## src/rtl/mc_fanout.sv

```systemverilog
// Multicast/unicast fan-out stage: looks up a command's member mask in group_table,
// then replicates the command to every member egress port and retires it once all copies are taken.
module mc_fanout #(
    parameter int NUM_PORTS     = 4,
    parameter int ADDR_WIDTH    = 32,
    parameter int DATA_WIDTH    = 32,
    parameter int GROUP_ID_BITS = 2,
    parameter int PORT_SEL_LSB  = 4,
    parameter int EXCLUDE_SRC   = 1
) (
    input  logic                         clk,
    input  logic                         rst_n,
    input  logic                         cmd_valid,
    output logic                         cmd_ready,
    input  logic [ADDR_WIDTH-1:0]        cmd_addr,
    input  logic [DATA_WIDTH-1:0]        cmd_data,
    input  logic [$clog2(NUM_PORTS)-1:0] cmd_src,
    output logic                         lkp_valid,
    output logic [ADDR_WIDTH-1:0]        lkp_addr,
    input  logic                         lkp_ready,
    input  logic                         res_valid,
    input  logic [NUM_PORTS-1:0]         res_member_mask,
    input  logic [GROUP_ID_BITS-1:0]     res_group_id,
    input  logic                         res_is_mc,
    output logic [NUM_PORTS-1:0]         out_valid,
    input  logic [NUM_PORTS-1:0]         out_ready,
    output logic [ADDR_WIDTH-1:0]        out_addr,
    output logic [DATA_WIDTH-1:0]        out_data,
    output logic [GROUP_ID_BITS-1:0]     out_group_id,
    output logic                         out_is_mc,
    output logic                         done_pulse,
    output logic                         drop_pulse,
    output logic [15:0]                  fanout_count
);

    // state    | meaning
    // IDLE     | ready for a new command
    // LOOKUP   | presenting captured address to group_table
    // WAIT_RES | waiting for the lookup result
    // ISSUE    | driving copies to the ports still pending in the mask
    // DROP     | empty mask, retire without issuing copies

    localparam int PW = $clog2(NUM_PORTS);

    typedef enum logic [2:0] {
        S_IDLE,
        S_LOOKUP,
        S_WAIT_RES,
        S_ISSUE,
        S_DROP
    } state_t;

    state_t                     state_q, state_d;
    logic [ADDR_WIDTH-1:0]      addr_q, addr_d;
    logic [DATA_WIDTH-1:0]      data_q, data_d;
    logic [PW-1:0]              src_q, src_d;
    logic [NUM_PORTS-1:0]       mask_q, mask_d;
    logic [GROUP_ID_BITS-1:0]   grp_q, grp_d;
    logic                       is_mc_q, is_mc_d;
    logic [15:0]                cnt_q, cnt_d;

    logic [NUM_PORTS-1:0]       accepted;
    logic [NUM_PORTS-1:0]       remaining;
    logic [15:0]                acc_cnt;

    always_ff @(posedge clk or negedge rst_n) begin
        if (!rst_n) begin
            state_q <= S_IDLE;
            addr_q  <= '0;
            data_q  <= '0;
            src_q   <= '0;
            mask_q  <= '0;
            grp_q   <= '0;
            is_mc_q <= 1'b0;
            cnt_q   <= '0;
        end else begin
            state_q <= state_d;
            addr_q  <= addr_d;
            data_q  <= data_d;
            src_q   <= src_d;
            mask_q  <= mask_d;
            grp_q   <= grp_d;
            is_mc_q <= is_mc_d;
            cnt_q   <= cnt_d;
        end
    end

    always_comb begin
        state_d    = state_q;
        addr_d     = addr_q;
        data_d     = data_q;
        src_d      = src_q;
        mask_d     = mask_q;
        grp_d      = grp_q;
        is_mc_d    = is_mc_q;
        cnt_d      = cnt_q;
        accepted   = '0;
        remaining  = mask_q;
        acc_cnt    = '0;
        done_pulse = 1'b0;
        drop_pulse = 1'b0;

        case (state_q)
            S_IDLE: begin
                if (cmd_valid) begin
                    addr_d  = cmd_addr;
                    data_d  = cmd_data;
                    src_d   = cmd_src;
                    state_d = S_LOOKUP;
                end
            end
            S_LOOKUP: begin
                if (lkp_ready) begin
                    state_d = S_WAIT_RES;
                end
            end
            S_WAIT_RES: begin
                if (res_valid) begin
                    if (res_is_mc) begin
                        mask_d = res_member_mask;
                        if (EXCLUDE_SRC != 0) begin
                            mask_d[src_q] = 1'b0;
                        end
                        grp_d   = res_group_id;
                        is_mc_d = 1'b1;
                    end else begin
                        // Unicast: destination port comes from the address, lookup mask is irrelevant.
                        mask_d = '0;
                        mask_d[addr_q[PORT_SEL_LSB +: PW]] = 1'b1;
                        grp_d   = '0;
                        is_mc_d = 1'b0;
                    end
                    state_d = (mask_d != '0) ? S_ISSUE : S_DROP;
                end
            end
            S_ISSUE: begin
                accepted  = mask_q & out_ready;
                remaining = mask_q & ~out_ready;
                for (int i = 0; i < NUM_PORTS; i++) begin
                    acc_cnt = acc_cnt + 16'(accepted[i]);
                end
                cnt_d  = cnt_q + acc_cnt;
                mask_d = remaining;
                if (remaining == '0) begin
                    done_pulse = 1'b1;
                    state_d    = S_IDLE;
                end
            end
            S_DROP: begin
                done_pulse = 1'b1;
                drop_pulse = 1'b1;
                state_d    = S_IDLE;
            end
            default: begin
                state_d = S_IDLE;
            end
        endcase
    end

    assign cmd_ready    = (state_q == S_IDLE);
    assign lkp_valid    = (state_q == S_LOOKUP);
    assign lkp_addr     = addr_q;
    assign out_valid    = (state_q == S_ISSUE) ? mask_q : '0;
    assign out_addr     = addr_q;
    assign out_data     = data_q;
    assign out_group_id = grp_q;
    assign out_is_mc    = is_mc_q;
    assign fanout_count = cnt_q;

endmodule
```

## config.mk

```make
export PLATFORM = sky130hd
export DESIGN_NAME = mc_fanout
export DESIGN_NICKNAME = d
export VERILOG_FILES = /design/src/rtl/mc_fanout.sv
export SDC_FILE = /design/constraint.sdc
export NUM_CORES = 1
export LEC_CHECK = 0
export BUFFER_PORTS_ARGS = -buffer_cell sky130_fd_sc_hd__buf_2
export CAP_MARGIN = 20
export CORE_ASPECT_RATIO = 0.75
export CORE_MARGIN = 5
export CORE_UTILIZATION = 50
export CTS_CLUSTER_SIZE = 24
export DETAILED_ROUTE_END_ITERATION = 6
export PLACE_DENSITY = 0.84
export SLEW_MARGIN = 10
export SYNTH_ARGS = -nofsm -noshare
export SYNTH_HDL_FRONTEND = slang
export SYNTH_SLANG_ARGS = --single-unit
export TNS_END_PERCENT = 10
```

## constraint.sdc

```tcl
create_clock -name clk -period 4.7 [get_ports clk]
set_input_delay 0.47 -clock clk [delete_from_list [all_inputs] [get_ports clk]]
set_output_delay 0.47 -clock clk [all_outputs]
set_load 0.05 [all_outputs]
```

==> results.sh, run 1 <==
export IMPL_critPathMostFrequentCell="fa_1"
export IMPL_setup_viol=0
export IMPL_required_ns=4.91
export IMPL_h_tree_depth=3
export IMPL_post_route_min_period_ns=2.37
export IMPL_crit_start="mask_q[2]$_DFFE_PN0P_"
export IMPL_end_kind="register"
export IMPL_synth_area_leaders="dfrtp_1, mux2_2, mux2_4"
export IMPL_instances_no_fill=605
export IMPL_cpMaxStageDelayCell="fa_1"
export IMPL_synth_top_area_cell="dfrtp_1"
export IMPL_grt_pass1_wl_mm=15.5
export IMPL_ys_types=40
export IMPL_timing_slew_headroom=0.335
export IMPL_cts_resized=0
export IMPL_r2r_end="fanout_count[8]$_DFFE_PN0P_"
export IMPL_clk_pin_slew_ns=0.06
export IMPL_grt_usage=0.185
export IMPL_synth_most_common_cell="dfrtp_1"
export IMPL_core_um2=8420
export IMPL_status="complete, no violations"
export IMPL_num_vias=2994
export IMPL_dpl_cell_area_um2=5080
export IMPL_yosys_area_top_type_share=0.536
export IMPL_fin_worst_skew_ns=0.00621
export IMPL_crit_type="reg -> reg"
export IMPL_fmax_mhz=421
export IMPL_slew_violations=0
export IMPL_synth_nets=407
export IMPL_nFillCells=660
export IMPL_cp_arrival_ns=2.59
export IMPL_hold_viol=0
export IMPL_r2r_start="mask_q[2]$_DFFE_PN0P_"
export IMPL_postSynthAreaPerCell_um2=13.4
export IMPL_tritoncts="yes"
export IMPL_via_per_inst=4.95
export IMPL_worstMarginPinSlew_ns=0.998
export IMPL_cap_violations=0
export IMPL_antenna_found_initial=1
export IMPL_ctsLongestPathBuffers=2
export IMPL_async_reset_ff_frac=1.00
export IMPL_dieArea_um2=10600
export IMPL_dp_slack_ns=2.14
export IMPL_dp_cells=590
export IMPL_setup_slack_ns=2.33
export IMPL_drtAntennaViolNets=0
export IMPL_grt_pass1_vias=3112
export IMPL_rsz0062_at_grt="no"
export IMPL_grt_max_degree=68
export IMPL_grt_ovfl_total=0
export IMPL_synth_edff_count=0
export IMPL_period_share=0.505
export IMPL_place_gp_congestion=0.834
export IMPL_cts_num_sinks=92
export IMPL_cts_buffers=9
export IMPL_syn_inst=321
export IMPL_rrSetupSlack_ns=2.33
export IMPL_cpPeakStageDelay_ns=0.46
export IMPL_dp_hpwl_mm=7.37
export IMPL_synth_common_cells="dfrtp_1, mux2_2, buf_4"
export IMPL_drc=0
export IMPL_setup_tns_ns=0
export IMPL_num_antenna_cells=0
export IMPL_postCtsSetupBuffers=0
export IMPL_place_port_buffers=204
export IMPL_rows=29
export IMPL_area_delta_synth_final_pct=25.7
export IMPL_nNetsFinal=579
export IMPL_wl_per_cell_um=16.1
export IMPL_cp_start_kind="register"
export IMPL_start_util=0.510
export IMPL_drive_gt1_frac=0.579
export IMPL_drtPass1Iterations=4
export IMPL_holdBufCountCts=0
export IMPL_fin_area_um2=5400
export IMPL_drtIter0Drc=173
export IMPL_ys_warn_count=0
export IMPL_hold_path_class="in -> async"
export IMPL_clock_latency_ns=0.33
export IMPL_path_cells="nand2_1 > fa_1 > fa_1 > inv_1 > fa_1 > and4_1 > nand4_1 > xnor2_1"
export IMPL_die_x_um=117
export IMPL_ys_seq_area_frac=0.536
export IMPL_synth_seq_cells=92
export IMPL_netlist_area_um2=4300
export IMPL_synth_top_flop_cell="dfrtp_1"
export IMPL_num_io_pins=205
export IMPL_cts_root_buf="clkbuf_16"
export IMPL_cp_max_fo=5
export IMPL_die_y_um=90.3
export IMPL_r2r_cells=8
export IMPL_totalWireLength_mm=9.77
[final cells by class]
class | count | area [um2] | area share
timing repair buffer | 205 | 1030 | 0.191
clock inverter | 4 | 73.8 | 0.0137
sequential | 92 | 2300 | 0.426
multi-input combinational | 179 | 1590 | 0.295
tap | 108 | 135 | 0.0250
clock buffer | 11 | 243 | 0.0450
inverter | 6 | 22.5 | 0.00417
[sequential cells by signal (all words and copies together) (netlist names)]
register      flops
fanout_count     16
lkp_addr         32
mask_q            4
out_data         32
out_group_id      2
out_is_mc         1
src_q             2
state_q           3
[how the worst max path moves through the flow]
stage / endpoint / cells after the start
3_5_place_dp: fanout_count[8]$_DFFE_PN0P_ / 9
6_report: fanout_count[8]$_DFFE_PN0P_ / 8
3_3_place_gp: fanout_count[8]$_DFFE_PN0P_ / 9
4_1_cts: fanout_count[8]$_DFFE_PN0P_ / 8
2_1_floorplan: done_pulse / 3
5_1_grt: fanout_count[13]$_DFFE_PN0P_ / 7
[worst max-delay path, delay by kind of cell, from the launching register on]
kind	cells	cell delay (ns)
XOR/XNOR	1	0.14
adder cells (fa/ha/maj)	3	1.11
buffers and inverters	1	0.08
flip-flops	1	0.40
AND/OR/NAND/NOR	3	0.54
[metal layers]
layer | global-route usage | share of wire | vias to the layer above
met4 | 0.0621 | 0.018 | 2
met3 | 0.0670 | 0.084 | 19
met5 | 0 | 0.0013 | -
met1 | 0.225 | 0.40 | 1443
met2 | 0.302 | 0.50 | 115
li1 | - | - | 1415
[layout by cell type, fill, tap and decap left out, drive strengths merged, types with 6 or more instances in the layout]
master,Yosys,final
and2,8,8
buf,43,205
clkbuf,1,11
dfrtp,92,92
inv,6,6
mux2,66,66
nand2,22,22
nand2b,7,7
nand3,6,6
nor2,8,8
o21ai,10,10
xnor2,10,10
[logic make-up (layout without fill, tap and decap cells)]
logic type	after synthesis	count (layout)	share of synthesized area
buffers and inverters	50	226	0.0941
XOR/XNOR	14	14	0.0285
AO/OA/AOI/OAI	26	26	0.0422
adder cells (fa/ha/maj)	4	4	0.0169
multiplexers	66	66	0.197
flip-flops	92	92	0.536
AND/OR/NAND/NOR	69	69	0.0848
[stage by stage]
step                utilization  hold WS, ns
floorplan                     -        0.174
global placement          0.604        0.457
detailed placement        0.604        0.461
CTS                       0.641        0.136
global route              0.641        0.168
finish                    0.641        0.120
Power of run 1 is not shown: default switching activity piles up to over one toggle a cycle in this logic, so the estimate is an artifact.
==> inputs of run 2 (changes only) <==
--- a/config.mk
+++ b/config.mk
@@ -9,10 +9,10 @@
 export CAP_MARGIN = 20
 export CORE_ASPECT_RATIO = 0.75
 export CORE_MARGIN = 5
-export CORE_UTILIZATION = 50
+export CORE_UTILIZATION = 47
 export CTS_CLUSTER_SIZE = 24
 export DETAILED_ROUTE_END_ITERATION = 6
-export PLACE_DENSITY = 0.84
+export PLACE_DENSITY = 0.8
 export SLEW_MARGIN = 10
 export SYNTH_ARGS = -nofsm -noshare
 export SYNTH_HDL_FRONTEND = slang
==> constraint.sdc (replaced) <==
create_clock -name clk -period 2.3 [get_ports clk]
set_input_delay 0.23 -clock clk [delete_from_list [all_inputs] [get_ports clk]]
set_output_delay 0.23 -clock clk [all_outputs]
set_load 0.05 [all_outputs]
==> run 2 against run 1 <==
  * Final cell count is 2.0% higher
  * Routed wire length up 2.7%
  * Non-clock buffer count grew 7
  * Largest cell class unchanged
  * Highest routed layer is now met4
==> results.sh, run 2 (synthesized netlist as in run 1, its figures left out) <==
export IMPL_status="complete, no violations"
export IMPL_cts_buffers=9
export IMPL_cpMaxStageDelayCell="fa_1"
export IMPL_whs_path_depth=3
export IMPL_whs_ns=0.111
export IMPL_use_met1=0.226
export IMPL_drtIter0Drc=133
export IMPL_cp_arrival_ns=2.44
export IMPL_grt_busiest_layer="met2"
export IMPL_cts_num_sinks=92
export IMPL_drtPass1Iterations=4
export IMPL_hold_viol=0
export IMPL_grt_pass1_vias=3255
export IMPL_die_y_um=92.8
export IMPL_period_share=0.965
export IMPL_cp_max_fo=5
export IMPL_cap_violations=0
export IMPL_gr_usage_met2=0.307
export IMPL_end_kind="register"
export IMPL_tritoncts="yes"
export IMPL_rrSetupSlack_ns=0.08
export IMPL_grt_max_degree=55
export IMPL_num_vias=3098
export IMPL_hold_path_class="in -> reg"
export IMPL_path_cells="inv_1 > fa_1 > fa_2 > inv_1 > fa_2 > and4_4 > nand4_1 > xnor2_1"
export IMPL_clock_latency_ns=0.33
export IMPL_cts_root_buf="clkbuf_16"
export IMPL_start_util=0.479
export IMPL_drive_gt1_frac=0.596
export IMPL_slew_violations=0
export IMPL_via_per_inst=5.02
export IMPL_setup_tns_ns=0
export IMPL_final_core_util=0.620
export IMPL_grtUsageMet3=0.0598
export IMPL_place_gp_congestion=0.816
export IMPL_timing_slew_headroom=0.547
export IMPL_worst_path_stages=8
export IMPL_fin_worst_skew_ns=0.00476
export IMPL_cpPeakStageDelay_ns=0.49
export IMPL_min_to="lkp_addr[5]$_DFFE_PN0P_"
export IMPL_cp_num_buf_inv=2
export IMPL_dp_hpwl_mm=7.63
export IMPL_num_io_pins=205
export IMPL_setup_viol=0
export IMPL_core_um2=8970
export IMPL_mostFrequentLayoutCells="buf_2, dfrtp_1, mux2_2"
export IMPL_drc=0
export IMPL_die_x_um=120
export IMPL_min_from="cmd_addr[5]"
export IMPL_nNetsFinal=586
export IMPL_clk_pin_slew_ns=0.06
export IMPL_cp_start_kind="register"
export IMPL_grt_ovfl_total=0
export IMPL_grt_pass1_wl_mm=16.3
export IMPL_h_tree_depth=3
export IMPL_dieArea_um2=11200
export IMPL_rows=30
export IMPL_ctsLongestPathBuffers=2
export IMPL_post_route_min_period_ns=2.22
export IMPL_totalWireLength_mm=10.0
export IMPL_r2r_end="fanout_count[8]$_DFFE_PN0P_"
export IMPL_critPathTopFamily="adder cells"
export IMPL_area_delta_synth_final_pct=29.4
export IMPL_crit_type="reg -> reg"
export IMPL_drtAntennaViolNets=0
export IMPL_place_port_buffers=204
export IMPL_r2r_start="fanout_count[0]$_DFFE_PN0P_"
export IMPL_wl_per_cell_um=16.3
export IMPL_rsz0062_at_grt="no"
export IMPL_antenna_found_initial=0
export IMPL_required_ns=2.52
export IMPL_fmax_mhz=451
export IMPL_num_antenna_cells=0
export IMPL_r2r_cells=8
export IMPL_grt_usage=0.184
export IMPL_final_common_cell="buf_2"
export IMPL_worstMarginPinSlew_ns=0.680
==> run 2: changes by cell type in the layout (fill, tap and decap cells not counted), moves of 2 or more <==
| cell | before | now |
|---|---|---|
| buf_12 | 0 | 3 |
| fa_2 | 0 | 2 |
| buf_4 | 2 | 5 |
| fa_1 | 3 | 1 |
| bufinv_16 | 2 | 4 |
==> run 2: repair_timing <==
action / CTS / global route
endpoints found under the setup margin: 5 / 8
cloned: 0 / 0
hold endpoints to repair: 53 / 0
buffers inserted: 0 / 1
resized for setup: 3 / 1
pin swaps: 0 / 4
hold buffers: 1 / 0
==> run 2: area by class of cell <==
cell class                      count  area, um2
Clock buffer                        9        225
Clock inverter                      7        139
Fill cell                         706       3410
Inverter                            6       22.5
Multi-Input combinational cell    179       1600
Sequential cell                    92       2300
Tap cell                          112        140
Timing Repair Buffer              212       1120
==> run 2: layer usage <==
metal / wire length [um] / up-vias
li1: - / 1432
met3: 841 / 10
met4: 142 / 0
met5: 0 / -
met1: 4070 / 1512
met2: 4970 / 144
==> run 2: stage by stage <==
stage / setup slack, ns / instance area [um2] / cells
after floorplan: -0.176 / 4300 / 321
after global placement: 0.00150 / 5170 / 599
after detailed placement: -0.0510 / 5170 / 599
after CTS: 0.00275 / 5550 / 616
after global routing: 0.0113 / 5560 / 617
final: 0.0807 / 5560 / 617
==> run 2: worst max path at each step <==
stage,slack (ns),to,start
finish,0.08,fanout_count[8]$_DFFE_PN0P_,fanout_count[0]$_DFFE_PN0P_
global route,0.01,fanout_count[8]$_DFFE_PN0P_,fanout_count[0]$_DFFE_PN0P_
CTS,0.003,fanout_count[8]$_DFFE_PN0P_,fanout_count[0]$_DFFE_PN0P_
detailed placement,-0.05,fanout_count[8]$_DFFE_PN0P_,fanout_count[0]$_DFFE_PN0P_
global placement,0.002,fanout_count[8]$_DFFE_PN0P_,mask_q[0]$_DFFE_PN0P_
floorplan,-0.18,fanout_count[8]$_DFFE_PN0P_,fanout_count[0]$_DFFE_PN0P_
==> run 2: worst reg2reg max path, cell delays in order (launching register included) <==
cell and delay (ns):
dfrtp_2 0.36, inv_1 0.06, fa_1 0.49, fa_2 0.35, inv_1 0.09, fa_2 0.21
and4_4 0.25, nand4_1 0.13, xnor2_1 0.16
Power of run 2 is left out for the same reason.
==> inputs of run 3 (changes only) <==
--- a/config.mk
+++ b/config.mk
@@ -5,6 +5,7 @@
 export SDC_FILE = /design/constraint.sdc
 export NUM_CORES = 1
 export LEC_CHECK = 0
+export ABC_AREA = 1
 export BUFFER_PORTS_ARGS = -buffer_cell sky130_fd_sc_hd__buf_2
 export CAP_MARGIN = 20
 export CORE_ASPECT_RATIO = 0.75
@@ -12,7 +13,7 @@
 export CORE_UTILIZATION = 47
 export CTS_CLUSTER_SIZE = 24
 export DETAILED_ROUTE_END_ITERATION = 6
-export PLACE_DENSITY = 0.8
+export PLACE_DENSITY_LB_ADDON = 0.2
 export SLEW_MARGIN = 10
 export SYNTH_ARGS = -nofsm -noshare
 export SYNTH_HDL_FRONTEND = slang
==> run 3 against run 2 <==
  * The run now ends with negative setup slack left
  * Routed wire length down 1.2%
  * Sequential share of layout area is 1.8 points lower
  * Clock skew up 0.0050 ns
  * Count of clock-buffer cells in the layout grew 1
  * Highest routed layer unchanged
==> results.sh, run 3 <==
export IMPL_status="finished with violations"
export IMPL_violations="negative setup slack"
export IMPL_area_delta_synth_final_pct=28.9
export IMPL_grt_max_degree=50
export IMPL_cpPeakStageDelay_ns=0.44
export IMPL_drc=0
export IMPL_final_common_cell="buf_2"
export IMPL_synth_nets=473
export IMPL_via_per_inst=4.56
export IMPL_cp_start_kind="register"
export IMPL_setup_slack_ns=-0.00906
export IMPL_ys_types=27
export IMPL_synth_top_flop_cell="dfrtp_1"
export IMPL_fin_worst_skew_ns=0.00972
export IMPL_nNetsFinal=656
export IMPL_synth_most_common_cell="dfrtp_1"
export IMPL_start_util=0.474
export IMPL_netlist_area_um2=4500
export IMPL_fmax_mhz=433
export IMPL_cts_root_buf="clkbuf_16"
export IMPL_drtIter0Drc=143
export IMPL_cp_max_fo=5
export IMPL_synth_top_area_cell="dfrtp_1"
export IMPL_cpMaxStageDelayCell="fa_1"
export IMPL_slew_violations=0
export IMPL_totalWireLength_mm=9.91
export IMPL_post_route_min_period_ns=2.31
export IMPL_ys_seq_area_frac=0.511
export IMPL_dp_hpwl_mm=7.54
export IMPL_ctsLongestPathBuffers=2
export IMPL_critPathTopFamily="adder cells"
export IMPL_hold_viol=0
export IMPL_core_um2=9500
export IMPL_hold_path_class="in -> reg"
export IMPL_rows=31
export IMPL_mostFrequentLayoutCells="buf_2, dfrtp_1, nand2_1"
export IMPL_place_gp_congestion=0.800
export IMPL_clk_pin_slew_ns=0.07
export IMPL_crit_type="reg -> reg"
export IMPL_dieArea_um2=11700
export IMPL_die_x_um=123
export IMPL_end_kind="register"
export IMPL_timing_slew_headroom=0.620
export IMPL_syn_inst=387
export IMPL_postSynthAreaPerCell_um2=11.6
export IMPL_drtAntennaViolNets=0
export IMPL_rrSetupSlack_ns=-0.009
export IMPL_die_y_um=94.8
export IMPL_drtPass1Iterations=4
export IMPL_antenna_found_initial=0
export IMPL_place_port_buffers=204
export IMPL_path_cells="nand2_1 > fa_1 > fa_2 > inv_2 > fa_2 > inv_2 > nor2_2 > nand2_2 > nor2_4 > nand4_1 > xnor2_1"
export IMPL_grt_busiest_layer="met2"
export IMPL_grt_pass1_wl_mm=15.3
export IMPL_tritoncts="yes"
export IMPL_clock_latency_ns=0.33
export IMPL_gr_usage_met2=0.261
export IMPL_required_ns=2.52
export IMPL_drive_gt1_frac=0.536
export IMPL_dp_cells=690
export IMPL_h_tree_depth=3
export IMPL_num_io_pins=205
export IMPL_cts_buffers=9
export IMPL_postCtsSetupBuffers=0
export IMPL_cap_violations=0
export IMPL_synth_seq_cells=92
export IMPL_num_vias=3224
export IMPL_rsz0062_at_grt="yes"
export IMPL_use_met1=0.212
export IMPL_synth_common_cells="dfrtp_1, nand2_1, mux2_4"
export IMPL_grt_pass1_vias=3247
export IMPL_worstMarginPinSlew_ns=0.569
export IMPL_synth_edff_count=0
export IMPL_grt_ovfl_total=0
export IMPL_num_antenna_cells=0
export IMPL_period_share=1.00
export IMPL_cp_arrival_ns=2.53
export IMPL_instances_no_fill=707
export IMPL_synth_area_leaders="dfrtp_1, mux2_4, nand2_1"
export IMPL_cts_num_sinks=92
export IMPL_grtUsageMet3=0.0611
export IMPL_ys_warn_count=0
export IMPL_setup_viol=3
export IMPL_grt_usage=0.164
export IMPL_async_reset_ff_frac=1.00
export IMPL_yosys_area_top_type_share=0.511
export IMPL_wl_per_cell_um=14.0
export IMPL_cp_num_buf_inv=2
## run 3: cell types whose count changed in the layout (fill, tap and decap cells not counted), moves of 5 or more
cell      delta
nor2_1      +12
mux2_4      +32
nand2_1     +51
inv_1       +30
nand3_1      +5
mux2_2      -36
o21ai_0      -5
and2_1       -7
nand2b_1     -7
## run 3: what timing repair did
item                                    in CTS  in global routing
hold buffers                                 1                  0
endpoints found under the setup margin       1                  7
pin swaps                                    1                  3
resized for setup                            0                  6
hold endpoints to repair                    43                  0
## run 3: area by class of cell
type	instances	area [um2]
Clock buffer	10	239
Clock inverter	6	76.3
Fill cell	800	3700
Inverter	39	146
Multi-Input combinational cell	216	1750
Sequential cell	92	2300
Tap cell	132	165
Timing Repair Buffer	212	1120
## run 3: kinds of logic (layout without fill, tap and decap cells)
logic type / count (synthesis) / in the layout / synth area share
adders and majority gates: 4 / 4 / 0.0161
muxes: 62 / 62 / 0.205
buffers and inverters: 79 / 267 / 0.104
AOI/OAI and AO/OA: 15 / 15 / 0.0203
xor gates and xnor gates: 12 / 12 / 0.0233
DFF: 92 / 92 / 0.511
and+or+nand+nor: 123 / 123 / 0.119
## run 3: per-layer routing
metal	vias up	share of wire
li1	1573	-
met1	1517	0.44
met2	122	0.46
met3	12	0.088
met4	0	0.013
met5	-	0
## run 3: worst reg2reg max path: stages (launching register included)
cell,delay [ns]
dfrtp_1,0.38
nand2_1,0.10
fa_1,0.44
fa_2,0.35
inv_2,0.07
fa_2,0.20
inv_2,0.04
nor2_2,0.11
nand2_2,0.09
nor2_4,0.17
nand4_1,0.12
xnor2_1,0.15
## run 3: final timing paths
check,start,end,cells past startpoint
worst min-delay path,cmd_addr[21],lkp_addr[21]$_DFFE_PN0P_,2
min in group asynchronous,rst_n,mask_q[2]$_DFFE_PN0P_,2
worst max register to register,mask_q[0]$_DFFE_PN0P_,fanout_count[14]$_DFFE_PN0P_,11
worst max-delay path,mask_q[0]$_DFFE_PN0P_,fanout_count[14]$_DFFE_PN0P_,11
max in group asynchronous,rst_n,out_data[2]$_DFFE_PN0P_,3
worst min register to register,out_group_id[0]$_DFFE_PN0P_,out_group_id[0]$_DFFE_PN0P_,2
## run 3: stage by stage
step            util  hold slack, ns  setup TNS, ns  worst slack [ns]  instance area (um2)
2_1_floorplan      -         -0.0656         -0.233           -0.0714                 4510
3_3_place_gp   0.575           0.261              0            0.0307                 5460
3_5_place_dp   0.575           0.263      -0.000548         -0.000548                 5460
4_1_cts        0.609           0.105              0           0.00741                 5790
5_1_grt        0.611           0.102         -0.603            -0.156                 5800
6_report       0.611           0.118        -0.0237          -0.00906                 5800
Power of run 3 is left out for the same reason.
